[src/rtl/staging_arbiter.sv]
// Two-requester round-robin arbiter feeding a single-entry staged output register.
// Accepted operands are thresholded and shifted before being held for the consumer.
//
// state    | meaning
// ST_EMPTY | output register holds nothing, out_valid=0
// ST_FULL  | output register holds a result, out_valid=1
module staging_arbiter #(
  parameter logic [31:0] THRESHOLD = 32'd100,
  parameter int          CNT_W     = 16
) (
  input  logic             clk,
  input  logic             reset,
  input  logic             req0_valid,
  input  logic [31:0]      req0_data,
  output logic             req0_ready,
  input  logic             req1_valid,
  input  logic [31:0]      req1_data,
  output logic             req1_ready,
  output logic             out_valid,
  output logic [31:0]      out_data,
  output logic             out_id,
  input  logic             out_ready,
  output logic [CNT_W-1:0] xfer_count
);

  typedef enum logic {ST_EMPTY, ST_FULL} state_t;

  state_t           r_state;
  logic             r_last_grant;
  logic             r_out_valid;
  logic [31:0]      r_out_data;
  logic             r_out_id;
  logic [CNT_W-1:0] r_xfer_count;

  logic        w_slot_free;
  logic        w_gnt0;
  logic        w_gnt1;
  logic        w_accept;
  logic        w_sel_id;
  logic [31:0] w_sel_data;
  logic [31:0] w_staged;

  // A contended grant goes to whichever requester was not served last.
  always_comb begin
    w_slot_free = !r_out_valid || out_ready;
    w_gnt0      = req0_valid && (!req1_valid || r_last_grant);
    w_gnt1      = req1_valid && (!req0_valid || !r_last_grant);
    req0_ready  = !reset && w_slot_free && w_gnt0;
    req1_ready  = !reset && w_slot_free && w_gnt1;
    w_accept    = req0_ready || req1_ready;
    w_sel_id    = req1_ready;
    w_sel_data  = req1_ready ? req1_data : req0_data;
    w_staged    = (w_sel_data > THRESHOLD) ? {16'd1, w_sel_data[31:16]}
                                           : {16'd1, 16'd0};
  end

  always_ff @(posedge clk) begin
    if (reset) begin
      r_state      <= ST_EMPTY;
      r_last_grant <= 1'b1;
      r_out_valid  <= 1'b0;
      r_out_data   <= 32'd0;
      r_out_id     <= 1'b0;
      r_xfer_count <= '0;
    end else begin
      if (r_out_valid && out_ready)
        r_xfer_count <= r_xfer_count + CNT_W'(1);
      if (w_accept) begin
        r_last_grant <= w_sel_id;
        r_out_data   <= w_staged;
        r_out_id     <= w_sel_id;
      end
      case (r_state)
        ST_EMPTY: begin
          if (w_accept) begin
            r_state     <= ST_FULL;
            r_out_valid <= 1'b1;
          end
        end
        ST_FULL: begin
          if (out_ready && !w_accept) begin
            r_state     <= ST_EMPTY;
            r_out_valid <= 1'b0;
          end
        end
      endcase
    end
  end

  assign out_valid  = r_out_valid;
  assign out_data   = r_out_data;
  assign out_id     = r_out_id;
  assign xfer_count = r_xfer_count;

endmodule

[config.mk]
export PLATFORM = sky130hd
export DESIGN_NAME = staging_arbiter
export DESIGN_NICKNAME = d
export VERILOG_FILES = /design/src/rtl/staging_arbiter.sv
export SDC_FILE = /design/constraint.sdc
export NUM_CORES = 1
export LEC_CHECK = 0
export ABC_AREA = 1
export ABC_CLOCK_PERIOD_IN_PS = 1700
export BUFFER_PORTS_ARGS = -buffer_cell sky130_fd_sc_hd__buf_2
export CAP_MARGIN = 25
export CORE_MARGIN = 1
export CORE_UTILIZATION = 44
export CTS_BUF_LIST = sky130_fd_sc_hd__clkbuf_2
export CTS_CLUSTER_DIAMETER = 60
export CTS_CLUSTER_SIZE = 12
export DETAILED_ROUTE_END_ITERATION = 6
export PLACE_DENSITY = 0.82
export RECOVER_POWER = 25
export SLEW_MARGIN = 20
export SYNTH_ARGS = -nofsm -noshare
export SYNTH_HDL_FRONTEND = slang
export SYNTH_SLANG_ARGS = --single-unit
export TNS_END_PERCENT = 50
[constraint.sdc]
create_clock -name clk -period 1.7 [get_ports clk]
set_input_delay 0.17 -clock clk [delete_from_list [all_inputs] [get_ports clk]]
set_output_delay 0.17 -clock clk [all_outputs]
set_load 0.01 [all_outputs]
==> results.cfg <==
[outcome]
status = finished clean

[layout]
multi_input_area_um2 = 942.2
final-seq-area_um2 = 742.0
num-fill-cells = 430
utilization = 0.5582
drive_above_1_share = 0.2594
antennaDiodeCount = 0
layout.cells.non_filler = 397
area_growth_pct = 19.46
nets = 416

[global_route]
grt_max_degree = 25
grt.overflow.total = 0
grt.total_usage = 0.1900
grt_pass1_wl_mm = 6.451
antenna_found_initial = 0
grt_pass1_vias = 1553

[floorplan]
die_area_mm2 = 0.004607
die_y_um = 67.88
die_w_um = 67.88
boundaryPins = 121
rows = 23
initial_core_util = 0.4672
core_mm2 = 0.004086

[worst_hold_path]
hold_path_class = primary input to flip-flop
hp-start = req1_data[28]

[pwr]
ir_drop_mv = 0.4533
p_leak_uw = 0.001200
netSwitchingPower_uw = 507.1
pwr-share-comb = 0.171
clkPwrFrac = 0.300
pwr-share-seq = 0.529
switching_share = 0.2819
internal_power_uw = 1292
p_per_area_mw_per_mm2 = 788.5

[logic_synthesis]
ys_types = 34
synth_area_mm2 = 0.001909
synth_warnings = 0
postSynthCellCount = 272
ys_ff_latch = 37
syn_area_per_cell_um2 = 7.020
yosysSeqAreaShare = 0.3879

[route]
first_iter_violations = 50
vias = 1811
wl_met3_um = 273
wl_met2_mm = 1.843
top_layer_used = met4
antenna_left = 0
drcViolationCount = 0
vias_per_cell = 4.562
wl_met1_mm = 1.740
wl_per_cell_um = 9.864
drt_pre_antenna_iters = 4
wirelength_mm = 3.916

[clock_network]
cts.sinks = 37
cts_tree = built
cts-root-buf = clkbuf_2
clkSlewWorstSetupHoldPaths_ps = 180
cts_buffers = 5
insertion_delay_ps = 380
postCtsHoldBufs = 0
cts_buffer_depth = 2
h-tree-depth = 2

[sta]
period_share = 0.9067
fmax_mhz = 648.8
hold_viol_final = 0
setup_viol = 0
fin_tns_setup_ps = 0
maxSlewViolCount = 0
worst_clock_skew_ps = 15.88
period_needed_ps = 1541
rsz0062_at_grt = no

[placed_design]
dpl.hpwl_mm = 2.975
gp_routability_congestion = 0.7273
dp.cells = 389
port_buffers = 73

[critical_path]
crit_start = out_valid$_SDFFE_PP0P_
crit_type = flip-flop to output port
required_ps = 1530
cp-start-kind = flip-flop
worst_r2r_startpoint = xfer_count[1]$_SDFFE_PP0P_
worst-path-max-fanout = 17
cp-end-kind = output port
arrival_ps = 1370

[run]
max_cap_violations = 0
[worst paths after layout]
| path | cells past startpoint | slack, ps | end |
|---|---|---|---|
| hold reg to reg | 2 | 500 | r_last_grant$_SDFFE_PP1P_ |
| hold / removal | 5 | 80 | out_data[12]$_SDFFE_PP0P_ |
| setup / recovery | 5 | 160 | req1_ready |
| setup reg to reg | 10 | 230 | xfer_count[14]$_SDFFE_PP0P_ |
[kinds of logic after synthesis]
logic type | after synthesis | share of synthesized area
AND/OR/NAND/NOR | 146 | 0.3381
buffers and inverters | 45 | 0.1448
AO/OA/AOI/OAI | 40 | 0.1114
flip-flops | 37 | 0.3879
XOR/XNOR | 2 | 0.009176
adder cells (fa/ha/maj) | 1 | 0.006552
other | 1 | 0.001964
[flip-flops by register name, indices dropped and copies added, names as in the netlist]
name          cells
out_data         17
xfer_count       16
out_id            1
out_valid         1
r_last_grant      1
r_state           1
[critical path, stage by stage (launching register included)]
cell,delay (ps)
dfxtp_2,380
nand2_2,90
nand4_2,110
buf_6,190
inv_8,100
buf_2,140
[cells in the mapped netlist]
cell	n	area (um^2)
o21ai_0	20	100.1
buf_8	1	15.01
nor2_8	1	20.02
nand2_4	1	11.26
xnor2_1	1	8.760
nand4_2	1	12.51
nand2_1	74	277.8
clkinv_2	1	5.000
nor2_2	1	6.260
buf_4	16	120.1
o21ai_1	7	35.03
nand3_2	1	10.01
nand3_1	4	20.02
inv_2	2	7.510
inv_1	16	60.06
ha_1	1	12.51
a21oi_1	9	45.04
and3_1	1	6.260
o21a_1	2	15.01
nor2_4	2	22.52
dfxtp_1	37	740.7
clkbuf_1	2	7.510
xor2_1	1	8.760
nor3_1	2	10.01
nand3_4	1	17.52
nor2_1	50	187.7
buf_6	4	45.04
o21ai_2	1	8.760
nand4_1	2	12.51
a21oi_2	1	8.760
nand2_2	5	31.28
buf_2	2	10.01
inv_4	1	6.260
conb_1	1	3.750
[cells in the final DEF, fill, tap and decap left out, types with 2 or more instances in the layout]
master,n
nand2_1,75
buf_2,60
nor2_1,50
dfxtp_1,36
o21ai_0,20
inv_1,16
conb_1,15
clkbuf_1,14
a21oi_1,9
o21ai_1,7
clkbuf_2,6
nand2_2,4
nand3_1,4
buf_4,3
nand4_1,2
nor2_4,2
nor3_1,2
o21a_1,2
inv_2,2
[per-layer routing]
| layer | track usage | up-vias |
|---|---|---|
| met3 | 0.07167 | 7 |
| met5 | 0 | - |
| met4 | 0.07292 | 0 |
| met2 | 0.3205 | 74 |
| met1 | 0.2162 | 767 |
| li1 | - | 963 |
[power groups by stage]
stage / logic [uW] / registers (uW) / clock network [uW]
6_report: 308 / 951 / 539
5_1_grt: 357 / 959 / 584
4_1_cts: 319 / 951 / 557
3_5_place_dp: 318 / 968 / 0
3_3_place_gp: 313 / 966 / 0
2_1_floorplan: 212 / 989 / 0
[through the flow]
step	area, um^2	power (uW)	hold slack, ps	setup slack, ps
finish	2281	1799	84.01	158.6
global route	2281	1899	68.31	23.63
CTS	2295	1828	64.46	26.53
detailed placement	2230	1286	465.6	230.4
global placement	2230	1279	456.2	275.2
floorplan	1962	1201	354.6	299.3
[cell type report]
type | instances | area share
inverter | 20 | 0.03675
tap | 50 | 0.02743
clock inverter | 2 | 0.01481
clock buffer | 6 | 0.01317
timing repair buffer | 78 | 0.1695
multi-input combinational | 204 | 0.4131
sequential | 37 | 0.3253
[repair_timing]
action                     in CTS  in global routing
resized for setup               1                  3
cloned                          0                  0
setup buffers                   0                  0
setup endpoints to repair       1                  1
Note: power is estimated with default switching activity, not from simulation.
